`src/rtl/div_seq_32_if.sv`:
```
// Request/response bundle between the core and the sequential divider.
// The core drives the operation; the divider returns busy/done/result.
interface div_seq_32_if #(
  parameter int WIDTH = 32
);
  logic             start;
  logic             flush;
  logic [1:0]       op;
  logic [WIDTH-1:0] a;
  logic [WIDTH-1:0] b;
  logic             busy;
  logic             done;
  logic [WIDTH-1:0] result;

  modport master (
    output start, flush, op, a, b,
    input  busy, done, result
  );

  modport slave (
    input  start, flush, op, a, b,
    output busy, done, result
  );
endinterface

```
`src/rtl/div_seq_32.sv`:
```
// Radix-2 restoring divider for RV32M DIV/DIVU/REM/REMU.
// One quotient bit per cycle; divide-by-zero and overflow finish on accept.
module div_seq_32 #(
  parameter int WIDTH = 32
) (
  input  logic        clk,
  input  logic        reset,
  div_seq_32_if.slave bus
);
  localparam int CW = $clog2(WIDTH);

  localparam logic [1:0] IDLE = 2'd0;
  localparam logic [1:0] CALC = 2'd1;
  localparam logic [1:0] DONE = 2'd2;

  localparam logic [WIDTH-1:0] MIN = {1'b1, {(WIDTH-1){1'b0}}};
  localparam logic [WIDTH-1:0] ONES = '1;

  logic [1:0]       state;
  logic [1:0]       op_q;
  logic             q_neg;
  logic             r_neg;
  logic [WIDTH-1:0] b_mag_q;
  logic [WIDTH-1:0] rem;
  logic [WIDTH-1:0] quo;
  logic [CW-1:0]    cnt;
  logic [WIDTH-1:0] result_q;

  logic             is_signed;
  logic             a_neg;
  logic             b_neg;
  logic [WIDTH-1:0] a_mag;
  logic [WIDTH-1:0] b_mag;
  logic             b_zero;
  logic             ovf;

  logic [WIDTH:0]   shifted;
  logic [WIDTH:0]   diff;
  logic             fits;
  logic [WIDTH-1:0] rem_nx;
  logic [WIDTH-1:0] quo_nx;
  logic [WIDTH-1:0] res_fin;

  assign is_signed = ~bus.op[0];
  assign a_neg     = is_signed & bus.a[WIDTH-1];
  assign b_neg     = is_signed & bus.b[WIDTH-1];
  assign a_mag     = a_neg ? -bus.a : bus.a;
  assign b_mag     = b_neg ? -bus.b : bus.b;
  assign b_zero    = (bus.b == '0);
  assign ovf       = is_signed & (bus.a == MIN) & (bus.b == ONES);

  // Borrow out of the WIDTH+1 bit subtract means the divisor did not fit.
  assign shifted = {rem, quo[WIDTH-1]};
  assign diff    = shifted - {1'b0, b_mag_q};
  assign fits    = ~diff[WIDTH];
  assign rem_nx  = fits ? diff[WIDTH-1:0] : shifted[WIDTH-1:0];
  assign quo_nx  = {quo[WIDTH-2:0], fits};
  assign res_fin = op_q[1] ? (r_neg ? -rem_nx : rem_nx)
                           : (q_neg ? -quo_nx : quo_nx);

  assign bus.busy   = (state == CALC);
  assign bus.done   = (state == DONE);
  assign bus.result = result_q;

  always_ff @(posedge clk or posedge reset) begin
    if (reset) begin
      state    <= IDLE;
      op_q     <= '0;
      q_neg    <= 1'b0;
      r_neg    <= 1'b0;
      b_mag_q  <= '0;
      rem      <= '0;
      quo      <= '0;
      cnt      <= '0;
      result_q <= '0;
    end else if (bus.flush) begin
      state <= IDLE;
    end else begin
      case (state)
        IDLE, DONE: begin
          if (bus.start) begin
            op_q    <= bus.op;
            q_neg   <= a_neg ^ b_neg;
            r_neg   <= a_neg;
            b_mag_q <= b_mag;
            rem     <= '0;
            quo     <= a_mag;
            cnt     <= CW'(WIDTH - 1);
            if (b_zero) begin
              result_q <= bus.op[1] ? bus.a : ONES;
              state    <= DONE;
            end else if (ovf) begin
              result_q <= bus.op[1] ? '0 : MIN;
              state    <= DONE;
            end else begin
              state <= CALC;
            end
          end else begin
            state <= IDLE;
          end
        end
        CALC: begin
          rem <= rem_nx;
          quo <= quo_nx;
          cnt <= cnt - 1'b1;
          if (cnt == '0) begin
            result_q <= res_fin;
            state    <= DONE;
          end
        end
        default: state <= IDLE;
      endcase
    end
  end
endmodule
```
`src/flat_wrapper.sv`:
```
// flat-port wrapper written by rule: the top's interface ports become plain ports
module div_seq_32_flat 
#(
  parameter int WIDTH = 32
)
  (clk, reset, bus_start, bus_flush, bus_op, bus_a, bus_b, bus_busy, bus_done, bus_result);
  div_seq_32_if #(.WIDTH(WIDTH)) bus_i ();
  input  logic clk;
  input  logic reset;
  input wire logic [$bits(bus_i.start)-1:0] bus_start;
  input wire logic [$bits(bus_i.flush)-1:0] bus_flush;
  input wire logic [$bits(bus_i.op)-1:0] bus_op;
  input wire logic [$bits(bus_i.a)-1:0] bus_a;
  input wire logic [$bits(bus_i.b)-1:0] bus_b;
  output wire logic [$bits(bus_i.busy)-1:0] bus_busy;
  output wire logic [$bits(bus_i.done)-1:0] bus_done;
  output wire logic [$bits(bus_i.result)-1:0] bus_result;
  assign bus_i.start = bus_start;
  assign bus_i.flush = bus_flush;
  assign bus_i.op = bus_op;
  assign bus_i.a = bus_a;
  assign bus_i.b = bus_b;
  assign bus_busy = bus_i.busy;
  assign bus_done = bus_i.done;
  assign bus_result = bus_i.result;
  div_seq_32 #(.WIDTH(WIDTH)) u_core (.clk(clk), .reset(reset), .bus(bus_i));
endmodule
```
`config.mk`:
```
export PLATFORM = sky130hd
export DESIGN_NAME = div_seq_32_flat
export DESIGN_NICKNAME = d
export VERILOG_FILES = /design/src/rtl/div_seq_32_if.sv /design/src/rtl/div_seq_32.sv /design/src/flat_wrapper.sv
export SDC_FILE = /design/constraint.sdc
export NUM_CORES = 1
export LEC_CHECK = 0
export CORE_MARGIN = 1.5
export CORE_UTILIZATION = 40
export DETAILED_ROUTE_END_ITERATION = 7
export DONT_BUFFER_PORTS = 1
export PLACE_DENSITY = 0.58
export SYNTH_ARGS = -nofsm -noshare
export SYNTH_HDL_FRONTEND = slang
export SYNTH_SLANG_ARGS = --single-unit
export TNS_END_PERCENT = 1
```
`constraint.sdc`:
```
create_clock -name clk -period 12 [get_ports clk]
set_clock_uncertainty 0.2 [all_clocks]
set_input_delay 1.2 -clock clk [delete_from_list [all_inputs] [get_ports clk]]
set_output_delay 1.2 -clock clk [all_outputs]
set_load 0.01 [all_outputs]
```
* Word-level counts from Yosys, hierarchy flattened
Cells that the tools add are included.
Cells by class: reductions and logical operators 8, shift-type cells 0, order comparisons 0, equal/unequal tests 8, $add $sub $neg 6, divide/modulo/power cells 0, bitwise gates (word level) 8, multipliers 0, multiplexer cells 25
Operators by type and width (number):
- 32-bit two-way mux | 14
- 32-bit case mux with 2 select lines | 3
- 32-bit negator | 4
- 32-bit equality test, second input constant | 2
- 33-bit by 32-bit subtractor with 33-bit output | 1
- 32-bit logical NOT | 1
- 2-bit two-way mux | 5
- 5-bit case mux with 2 select lines | 1
- 3-bit AND reduction | 2
- 5-bit logical NOT | 1
- 5-bit two-way mux | 1
- 5-bit AND reduction | 1
- 5-bit by 1-bit subtractor with 5-bit output, second input constant | 1
- 1-bit AND | 4
- 2-bit case mux with 2 select lines | 1
- 3-bit by 1-bit != test with 1-bit output, second input constant | 1
- 3-bit by 2-bit != test with 1-bit output, second input constant | 1
- 1-bit NOT | 3
- 2-bit by 1-bit equality test with 1-bit output, second input constant | 1
- 2-bit equality test, second input constant | 1
- 2-bit logical NOT | 1
- 2-bit by 1-bit != test with 1-bit output, second input constant | 1
- 2-bit != test, second input constant | 1
- 2-bit nonzero test | 1
- other kinds (2) | 2
Storage, ports and cells: bits of input ports 70, memory bits (read-only) 0, memories kept 0, word-level logic and storage cells 64, register bits 139, bits in writable memories 0, latch bits 0

* Longest topological paths before layout
Gate-level depths: netlist of run 1.
word-level depth 8, depth in mapped cells 24

* Worst setup path before layout of run 1
Ideal clock, no wire load.
path kind register to register, from register u_core.quo[31], to register u_core.result_q[30] (netlist: u_core.bus.result[30]), stages on the path, launching flop included 24, clock period less this slack 5.787 ns, arrival 5.448 ns, slack 6.213 ns, library setup time 0.138 ns, required time 11.662 ns, cells stage by stage dfrtp_1 > inv_1 > ha_1 > fa_1 > nand2b_2 > a2111oi_4 > o21ai_2 > a311oi_4 > o21a_2 > nor2_1 > clkinv_1 > buf_2 > buf_1 > nor2_1 > a21oi_1 > ha_1 > o211ai_1 > or4_1 > nor4_4 > a41oi_2 > or4_4 > o41ai_1 > xnor2_1 > a21oi_1
On the way: word-level cells in the longest chain between the ends 7, elaborated cells on any way between the ends 10, those cells by class add/sub: 3; mux: 6; bitwise: 1
RTL lines:
- start, declared | line div_seq_32.sv:25 | logic [WIDTH-1:0] quo;
- start signal, assigned | line div_seq_32.sv:87 | quo <= a_mag;
- start signal, assigned | line div_seq_32.sv:104 | quo <= quo_nx;
- 33-bit by 32-bit subtractor with 33-bit output | line div_seq_32.sv:54 | assign diff = shifted - {1'b0, b_mag_q};
- 32-bit two-way mux or 1-bit NOT (tied branches) | line div_seq_32.sv:56, div_seq_32.sv:55
- 32-bit negator, on equally long branches | line div_seq_32.sv:58, div_seq_32.sv:59
- 32-bit two-way mux, on equally long branches | line div_seq_32.sv:58, div_seq_32.sv:59
- 32-bit two-way mux * | line div_seq_32.sv:58 | assign res_fin = op_q[1] ? (r_neg ? -rem_nx : rem_nx)
- 32-bit two-way mux * | line div_seq_32.sv:106 | if (cnt == '0) begin
- 32-bit case mux with 2 select lines * | line div_seq_32.sv:79 | case (state)
- end signal, assigned | line div_seq_32.sv:90 | result_q <= bus.op[1] ? bus.a : ONES;
- end signal, assigned | line div_seq_32.sv:93 | result_q <= bus.op[1] ? '0 : MIN;
- end signal, assigned | line div_seq_32.sv:107 | result_q <= res_fin;
- end, declared | line div_seq_32.sv:27 | logic [WIDTH-1:0] result_q;
Mark *: on every way between the ends. The rest lies on a longest branch, timed or not. The select of a mux whose other input is x is not followed. A chain may end at the register's enable or synchronous reset.

* Worst setup path after layout of run 1
from register u_core.quo[31], to register u_core.result_q[22] (netlist: u_core.bus.result[22])
The elaborated chain is that of the path after synthesis.

==> PnR_summary.wiki, run 1 <==
{| class="wikitable"
! Metric !! Value
|-
| Post-synthesis cell type with the largest combined area || sky130_fd_sc_hd__dfrtp_1
|-
| Worst slew slack as a fraction of its limit || 17.5%
|-
| Sum of internal, switching and leakage power || 3.39 mW
|-
| First-pass DRT Iterations || 5
|-
| Critical path required time || 12.17 ns
|-
| Number of flip-flops and latches in the synthesized netlist || 138
|-
| Final net count || 1600
|-
| Worst setup slack after placement || 5.88 ns
|-
| Aggregate routed wire length || 40400 um
|-
| Fraction of the yosys area taken by sequential cells || 29.0%
|-
| Type of the worst setup path || reg2reg
|-
| CTS max path bufs || 2
|-
| Max Clk Rate || 0.159 GHz
|-
| Syn-to-layout area delta || 6.53%
|-
| Antenna violations before repair || 1
|-
| Global-route wire length before repair || 63800 um
|-
| Setup fix buffers added after clock tree synthesis || 0
|-
| Post-cts sizing count || 0
|-
| Hold_buf cts || 0
|-
| RePlAce Congestion || 0.900
|-
| Kind of cell with the highest combined delay on the critical path || compound AO/OA/AOI/OAI gates
|-
| Placed cell count || 1855
|-
| # rows || 62
|-
| Maximum number of pins on one net before global-route repair || 96
|-
| Chain of cells forming the critical path || inv_1, ha_1, fa_1, nand2b_2, a2111oi_4, o21ai_2, a311oi_4, o21a_2, nor2_4, clkinv_1, buf_4, ha_1, nand2_1, or4_1, nand2b_1, or2_2, o31ai_1, xor2_1, a221oi_1, nand4_1, nand3_1
|-
| Final worst path period share || 52.4%
|-
| Leakage dissipation || 5.00 nW
|-
| Number of buffers created by CTS || 17
|-
| Area share of the largest cell type after synthesis || 29.0%
|-
| Kind of end point of the critical path || flip-flop
|-
| Die outline width || 175 um
|-
| Final Max Slew Viols || 0
|-
| FFs w/ async S/R, synth || 100%
|-
| DP Wirelength || 30500 um
|-
| Total of max-cap violations || 0
|-
| Total overflow reported by the global router || 0
|-
| Clock-pin slew of the registers on the worst-case setup and hold paths || 0.07 ns
|-
| Most used DFF post-synth || sky130_fd_sc_hd__dfrtp_1
|-
| Die Height || 175 um
|-
| Area of the die || 30800 um2
|-
| Worst EP arrival || 6.45 ns
|-
| Wirelength per Cell || 21.4 um
|-
| Post-detailed-route via-to-cell ratio || 6.12
|-
| Slack of the critical path || 5.72 ns
|-
| Final sum of negative setup slack || 0 ns
|-
| WHS || 0.281 ns
|-
| Yosys warnings || 0
|-
| Vias after detailed routing || 11600
|-
| Clock tree from TritonCTS || built
|-
| Core area || 29000 um2
|-
| Synth top area cells || sky130_fd_sc_hd__dfrtp_1 (29%), sky130_fd_sc_hd__o21ai_0 (7.7%), sky130_fd_sc_hd__nand2_1 (6.2%)
|-
| Count of buffering cells on the critical path with inverters included || 3
|-
| Io pins || 104
|-
| Worst ir drop on vdd || 0.106 mV
|-
| Cell occurring most often along the worst timing path || sky130_fd_sc_hd__ha_1
|-
| Final core utilization || 43.7%
|-
| Detailed router's first-iteration violation count || 858
|-
| Largest fanout on the critical path || 28
|-
| Post-Layout Inst Area || 12700 um2
|-
| Area used by multi-input combinational logic || 7850 um2
|-
| Synthesized area || 11900 um2
|-
| Post-route DRC || 0
|-
| Initial core utilization || 41.0%
|-
| Status || complete, no violations
|-
| Cell with the largest stage delay on the worst path || sky130_fd_sc_hd__o31ai_1
|-
| Crit start category || flip-flop
|-
| Vias in the first global route || 11100
|-
| Final number of hold-violating endpoints || 0
|-
| All-layer global routing usage || 26.5%
|-
| Post-route insts no fill || 1889
|-
| Clock insertion delay at the later pin of the skew report || 0.44 ns
|-
| Root Buffer Master || sky130_fd_sc_hd__clkbuf_16
|-
| Number of H-tree levels || 4
|-
| Synth Instances || 1540
|-
| Class of the worst hold path || reg2reg
|-
| Placement Cell Area || 12100 um2
|-
| Unrepaired setup endpoints after global routing || no
|-
| Post-synthesis cell type count || 94
|-
| Measured slew at the worst slew-check pin || 1.23 ns
|-
| Sequential cell area || 3450 um2
|-
| EDFF count, synth || 0
|-
| Highest cell delay on the worst timing path || 0.52 ns
|-
| Net Count, Synth || 1650
|-
| Power density relative to cell area || 267 nW/um2
|-
| Filler instances || 2972
|-
| Number of buffers added on ports || 0
|-
| Mean area per synthesized cell || 7.72 um2
|-
| Crit path time final || 6.28 ns
|-
| Number of nets with antenna violations after routing || 0
|-
| CTS sink cnt || 138
|-
| Final-report setup violation count || 0
|-
| Fraction of layout instances using a drive strength above 1 || 6.52%
|}
-- flip-flops by register name, summed over array words and instances (netlist names) --
| register | flops |
|---|---|
| u_core.b_mag_q | 32 |
| u_core.bus.result | 32 |
| u_core.quo | 32 |
| u_core.rem | 32 |
| u_core.cnt | 5 |
| u_core.state | 2 |
| u_core.op_q | 1 |
| u_core.q_neg | 1 |
| u_core.r_neg | 1 |
-- cell families (layout without fill, tap and decap cells) --
logic type                 Yosys count  count (layout)  share of synthesized area, %
AOI/OAI and AO/OA                  529             529                          28.4
xor gates and xnor gates           124             124                          9.13
adders and majority gates           40              40                          4.27
buffers and inverters              142             105                          5.09
DFF                                138             138                          29.0
muxes                               27              27                          2.30
other                                0               2                             0
and+or+nand+nor                    540             540                          21.8
-- path summary, 6_finish.rpt --
kind                                                startpoint                           endpoint  slack, ns  cells after the start
worst max-delay path                u_core.quo[31]$_DFFE_PP0P_  u_core.bus.result[22]$_DFFE_PP0P_       5.72                     21
worst min-delay path            u_core.b_mag_q[30]$_DFFE_PP0P_     u_core.b_mag_q[30]$_DFFE_PP0P_       0.28                      2
max in group asynchronous                                reset      u_core.b_mag_q[8]$_DFFE_PP0P_       9.60                      2
worst max register to register      u_core.quo[31]$_DFFE_PP0P_  u_core.bus.result[22]$_DFFE_PP0P_       5.72                     21
worst min register to register  u_core.b_mag_q[30]$_DFFE_PP0P_     u_core.b_mag_q[30]$_DFFE_PP0P_       0.28                      2
min in group asynchronous                                reset         u_core.quo[25]$_DFFE_PP0P_       0.49                      1
-- where the power goes --
part           switching (mW)  total (mW)  leakage, nW  internal [mW]
registers               0.235       0.850         1.74          0.615
logic                    1.27        2.01         2.99          0.745
clock network           0.248       0.521        0.269          0.273
-- cell type report --
type,count,area share (%)
well taps,384,3.79
flip-flops and latches,138,27.3
inverters,61,1.85
clock inverters,15,1.03
diodes,2,0.0395
repair buffers,12,0.711
clock buffers,17,3.36
multi-input cells,1260,62.0
-- synthesized netlist by cell type, types with 22 or more instances --
| library cell | number |
|---|---|
| sky130_fd_sc_hd__nor3_1 | 36 |
| sky130_fd_sc_hd__nand3_1 | 30 |
| sky130_fd_sc_hd__inv_1 | 59 |
| sky130_fd_sc_hd__a31oi_1 | 22 |
| sky130_fd_sc_hd__nand2_1 | 197 |
| sky130_fd_sc_hd__nor2_1 | 126 |
| sky130_fd_sc_hd__or3_1 | 22 |
| sky130_fd_sc_hd__nor4_1 | 23 |
| sky130_fd_sc_hd__a21oi_1 | 130 |
| sky130_fd_sc_hd__dfrtp_1 | 138 |
| sky130_fd_sc_hd__mux2i_1 | 24 |
| sky130_fd_sc_hd__o31ai_1 | 28 |
| sky130_fd_sc_hd__xor2_1 | 58 |
| sky130_fd_sc_hd__ha_1 | 39 |
| sky130_fd_sc_hd__xnor2_1 | 66 |
| sky130_fd_sc_hd__clkbuf_1 | 56 |
| sky130_fd_sc_hd__o211ai_1 | 29 |
| sky130_fd_sc_hd__o21ai_0 | 183 |
-- cell usage in the layout, fill, tap and decap left out, types with 8 or more instances in the layout --
cell	instances
sky130_fd_sc_hd__nand2_1	196
sky130_fd_sc_hd__o21ai_0	183
sky130_fd_sc_hd__dfrtp_1	138
sky130_fd_sc_hd__a21oi_1	130
sky130_fd_sc_hd__nor2_1	124
sky130_fd_sc_hd__xnor2_1	66
sky130_fd_sc_hd__xor2_1	58
sky130_fd_sc_hd__inv_1	57
sky130_fd_sc_hd__ha_1	39
sky130_fd_sc_hd__nor3_1	36
sky130_fd_sc_hd__nand3_1	30
sky130_fd_sc_hd__o211ai_1	29
sky130_fd_sc_hd__o31ai_1	28
sky130_fd_sc_hd__mux2i_1	24
sky130_fd_sc_hd__nor4_1	23
sky130_fd_sc_hd__a31oi_1	22
sky130_fd_sc_hd__or3_1	22
sky130_fd_sc_hd__nand2b_1	18
sky130_fd_sc_hd__o41ai_1	18
sky130_fd_sc_hd__clkbuf_16	17
sky130_fd_sc_hd__nand4_1	15
sky130_fd_sc_hd__buf_4	12
sky130_fd_sc_hd__and2_1	10
sky130_fd_sc_hd__or4_1	10
sky130_fd_sc_hd__nor2b_1	9
sky130_fd_sc_hd__a211oi_1	8
-- layer usage --
layer | vias to the layer above | wire length (um) | global-route usage (%)
li1 | 5507 | - | -
met1 | 5620 | 18100 | 36.6
met2 | 372 | 18600 | 42.0
met3 | 56 | 2890 | 5.15
met4 | 0 | 778 | 7.66
met5 | - | 0 | 0
-- worst reg2reg max path, stage by stage, from the launching register on --
cell                        delay, ns
sky130_fd_sc_hd__dfrtp_1         0.42
sky130_fd_sc_hd__inv_1           0.08
sky130_fd_sc_hd__ha_1            0.23
sky130_fd_sc_hd__fa_1            0.42
sky130_fd_sc_hd__nand2b_2        0.24
sky130_fd_sc_hd__a2111oi_4       0.48
sky130_fd_sc_hd__o21ai_2         0.16
sky130_fd_sc_hd__a311oi_4        0.30
sky130_fd_sc_hd__o21a_2          0.29
sky130_fd_sc_hd__nor2_4          0.07
sky130_fd_sc_hd__clkinv_1        0.14
sky130_fd_sc_hd__buf_4           0.35
sky130_fd_sc_hd__ha_1            0.26
sky130_fd_sc_hd__nand2_1         0.09
sky130_fd_sc_hd__or4_1           0.46
sky130_fd_sc_hd__nand2b_1        0.27
sky130_fd_sc_hd__or2_2           0.38
sky130_fd_sc_hd__o31ai_1         0.52
sky130_fd_sc_hd__xor2_1          0.13
sky130_fd_sc_hd__a221oi_1        0.46
sky130_fd_sc_hd__nand4_1         0.15
sky130_fd_sc_hd__nand3_1         0.11
Note: power is estimated with default switching activity, not from simulation.
==> inputs of run 2 (changes only) <==
Settings changed: PLACE_DENSITY 0.58 to 0.6.
Clock period 12 ns to 5.4 ns, I/O delays scaled along.
==> run 2 against run 1 <==
Effect of this change:
- the flow now finishes with violations (negative hold slack)
- design area rose by 3.8%
- total power rose by 130%
- die area did not move
- global-route usage rose by 0.19 points
- critical path type unchanged
- largest cell class unchanged
- largest power group unchanged
==> PnR_summary.wiki, run 2 (same netlist as run 1, synthesis figures left out) <==
{| class="wikitable"
! Metric !! Value
|-
| Type of the worst setup path || reg2reg
|-
| All-layer global routing usage || 26.7%
|-
| Worst slew slack as a fraction of its limit || 28.7%
|-
| Largest fanout on the critical path || 7
|-
| Number of nets with antenna violations after routing || 0
|-
| Core area || 29000 um2
|-
| Final number of hold-violating endpoints || 26
|-
| Die Height || 175 um
|-
| Leakage dissipation || 5.25 nW
|-
| Violated checks || negative hold slack
|-
| Slack of the critical path || 0.268 ns
|-
| Aggregate routed wire length || 40800 um
|-
| Fraction of layout instances using a drive strength above 1 || 9.72%
|-
| Max Clk Rate || 0.195 GHz
|-
| Count of inserted antenna diode cells || 0
|-
| Clock insertion delay at the later pin of the skew report || 0.44 ns
|-
| Clock-pin slew of the registers on the worst-case setup and hold paths || 0.07 ns
|-
| Final-report setup violation count || 0
|-
| WHS || -0.0275 ns
|-
| Number of H-tree levels || 4
|-
| Kind of end point of the critical path || flip-flop
|-
| Class of the worst hold path || in2async
|-
| Initial core utilization || 41.0%
|-
| Maximum number of pins on one net before global-route repair || 96
|-
| Sum of internal, switching and leakage power || 7.95 mW
|-
| Placed cell count || 1891
|-
| Worst EP arrival || 5.21 ns
|-
| CTS max path bufs || 2
|-
| # rows || 62
|-
| Detailed router's first-iteration violation count || 907
|-
| Slack of the worst reg-to-reg path || 0.27 ns
|-
| Commonest cells after routing, fill and taps aside || sky130_fd_sc_hd__nand2_1 (196), sky130_fd_sc_hd__o21ai_0 (182), sky130_fd_sc_hd__dfrtp_1 (138), sky130_fd_sc_hd__a21oi_1 (128), sky130_fd_sc_hd__nor2_1 (124)
|-
| First-pass DRT Iterations || 6
|-
| Status || finished with violations
|-
| RePlAce Congestion || 0.916
|-
| Wirelength per Cell || 21.2 um
|-
| Io pins || 104
|-
| Final net count || 1641
|-
| Final worst path period share || 95.0%
|-
| Crit start category || flip-flop
|-
| Die outline width || 175 um
|-
| Most common cell after layout, fill and taps aside || sky130_fd_sc_hd__nand2_1
|-
| Number of buffers added on ports || 0
|-
| Antenna violations before repair || 0
|-
| Syn-to-layout area delta || 10.6%
|-
| Measured slew at the worst slew-check pin || 1.07 ns
|-
| Power density relative to cell area || 604 nW/um2
|-
| Worst setup slack after placement || -0.0513 ns
|-
| Post-route insts no fill || 1927
|-
| Total of max-cap violations || 0
|-
| Crit path capture || u_core.bus.result[30]$_DFFE_PP0P_
|-
| Vias after detailed routing || 11600
|-
| CTS sink cnt || 138
|-
| Clock tree from TritonCTS || built
|-
| Global-route wire length before repair || 63800 um
|-
| Number of buffers created by CTS || 17
|-
| Root Buffer Master || sky130_fd_sc_hd__clkbuf_16
|-
| Vias in the first global route || 11200
|-
| Critical path required time || 5.48 ns
|-
| Worst ir drop on vdd || 0.297 mV
|-
| Total overflow reported by the global router || 0
|-
| Post-detailed-route via-to-cell ratio || 6.04
|-
| End of the worst register-to-register path || u_core.bus.result[30]$_DFFE_PP0P_
|-
| Final Max Slew Viols || 0
|-
| Unrepaired setup endpoints after global routing || no
|-
| Area of the die || 30800 um2
|-
| Start point of the critical path || u_core.quo[31]$_DFFE_PP0P_
|-
| Reg-to-reg critical path startpoint || u_core.quo[31]$_DFFE_PP0P_
|-
| DP Wirelength || 31000 um
|-
| Post-route DRC || 0
|-
| Crit path time final || 5.13 ns
|-
| Depth of the most critical reg-to-reg path || 22
|}
-- run 2: cell types whose count changed in the layout (fill, tap and decap cells not counted), moves of 3 or more --
cell	before	now
sky130_fd_sc_hd__buf_4	12	49
sky130_fd_sc_hd__bufinv_16	0	4
sky130_fd_sc_hd__inv_8	4	0
sky130_fd_sc_hd__clkinv_4	0	3
sky130_fd_sc_hd__inv_6	7	4
sky130_fd_sc_hd__o41ai_1	18	15
-- run 2: worst max-delay path, cell delays in order (launching register included) --
cell and delay (ns):
sky130_fd_sc_hd__dfrtp_1 0.35, sky130_fd_sc_hd__inv_2 0.05, sky130_fd_sc_hd__ha_2 0.19, sky130_fd_sc_hd__fa_2 0.35, sky130_fd_sc_hd__nand2b_4 0.17, sky130_fd_sc_hd__a2111oi_4 0.34
sky130_fd_sc_hd__o21ai_2 0.14, sky130_fd_sc_hd__a311oi_4 0.25, sky130_fd_sc_hd__o21a_2 0.20, sky130_fd_sc_hd__nor2_4 0.05, sky130_fd_sc_hd__clkinv_4 0.08, sky130_fd_sc_hd__buf_6 0.12
sky130_fd_sc_hd__nor2_1 0.04, sky130_fd_sc_hd__a21oi_2 0.12, sky130_fd_sc_hd__ha_2 0.19, sky130_fd_sc_hd__o211ai_1 0.12, sky130_fd_sc_hd__or4_4 0.46, sky130_fd_sc_hd__nor4_4 0.31
sky130_fd_sc_hd__a41oi_2 0.20, sky130_fd_sc_hd__or4_4 0.54, sky130_fd_sc_hd__o41ai_2 0.25, sky130_fd_sc_hd__xnor2_1 0.16, sky130_fd_sc_hd__a21oi_1 0.09
-- run 2: area by class of cell --
type | count | area, um2
multi-input combinational | 1260 | 7950
fill | 2956 | 15900
inverter | 61 | 239
sequential | 138 | 3450
clock buffer | 18 | 429
tap | 384 | 480
timing repair buffer | 53 | 410
clock inverter | 13 | 194
-- run 2: worst min path at each step --
stage | slack (ns) | endpoint | cells after the start | start
6_report | -0.03 | u_core.quo[22]$_DFFE_PP0P_ | 1 | reset
3_3_place_gp | 0.26 | u_core.b_mag_q[22]$_DFFE_PP0P_ | 2 | u_core.b_mag_q[22]$_DFFE_PP0P_
5_1_grt | 0.03 | u_core.b_mag_q[31]$_DFFE_PP0P_ | 2 | bus_b[31]
2_1_floorplan | 0.25 | u_core.b_mag_q[10]$_DFFE_PP0P_ | 2 | u_core.b_mag_q[10]$_DFFE_PP0P_
3_5_place_dp | 0.27 | u_core.b_mag_q[27]$_DFFE_PP0P_ | 2 | u_core.b_mag_q[27]$_DFFE_PP0P_
4_1_cts | 0.001 | u_core.state[0]$_DFFE_PP0P_ | 1 | bus_flush
-- run 2: power breakdown --
| part | leakage, nW | total (mW) | internal, mW | switching, mW |
|---|---|---|---|---|
| clock | 0.290 | 1.29 | 0.777 | 0.511 |
| sequential | 1.74 | 1.87 | 1.37 | 0.502 |
| combinational | 3.22 | 4.79 | 1.84 | 2.95 |
| total | 5.25 | 7.95 | 3.98 | 3.97 |
-- run 2: stage by stage --
step           utilization (%)  instance area [um2]  TNS [ns]
6_report                  45.3                13200         0
2_1_floorplan                -                12000    -0.315
3_5_place_dp              42.8                12400    -0.149
5_1_grt                   45.3                13200         0
4_1_cts                   45.0                13100         0
3_3_place_gp              42.8                12400         0
-- run 2: layer usage --
| metal | global-route usage (%) | part of all wire, % |
|---|---|---|
| met5 | 0 | 0 |
| met4 | 10.4 | 3.3 |
| met3 | 7.03 | 7.5 |
| met2 | 42.5 | 46 |
| met1 | 34.5 | 43 |
-- run 2: repair_timing --
action / CTS / global route
pin swaps: 1 / 8
setup endpoints to repair: 3 / 10
endpoints found under the hold margin: 1 / 1
hold buffers: 1 / 1
buffers inserted: 1 / 2
resized for setup: 0 / 15
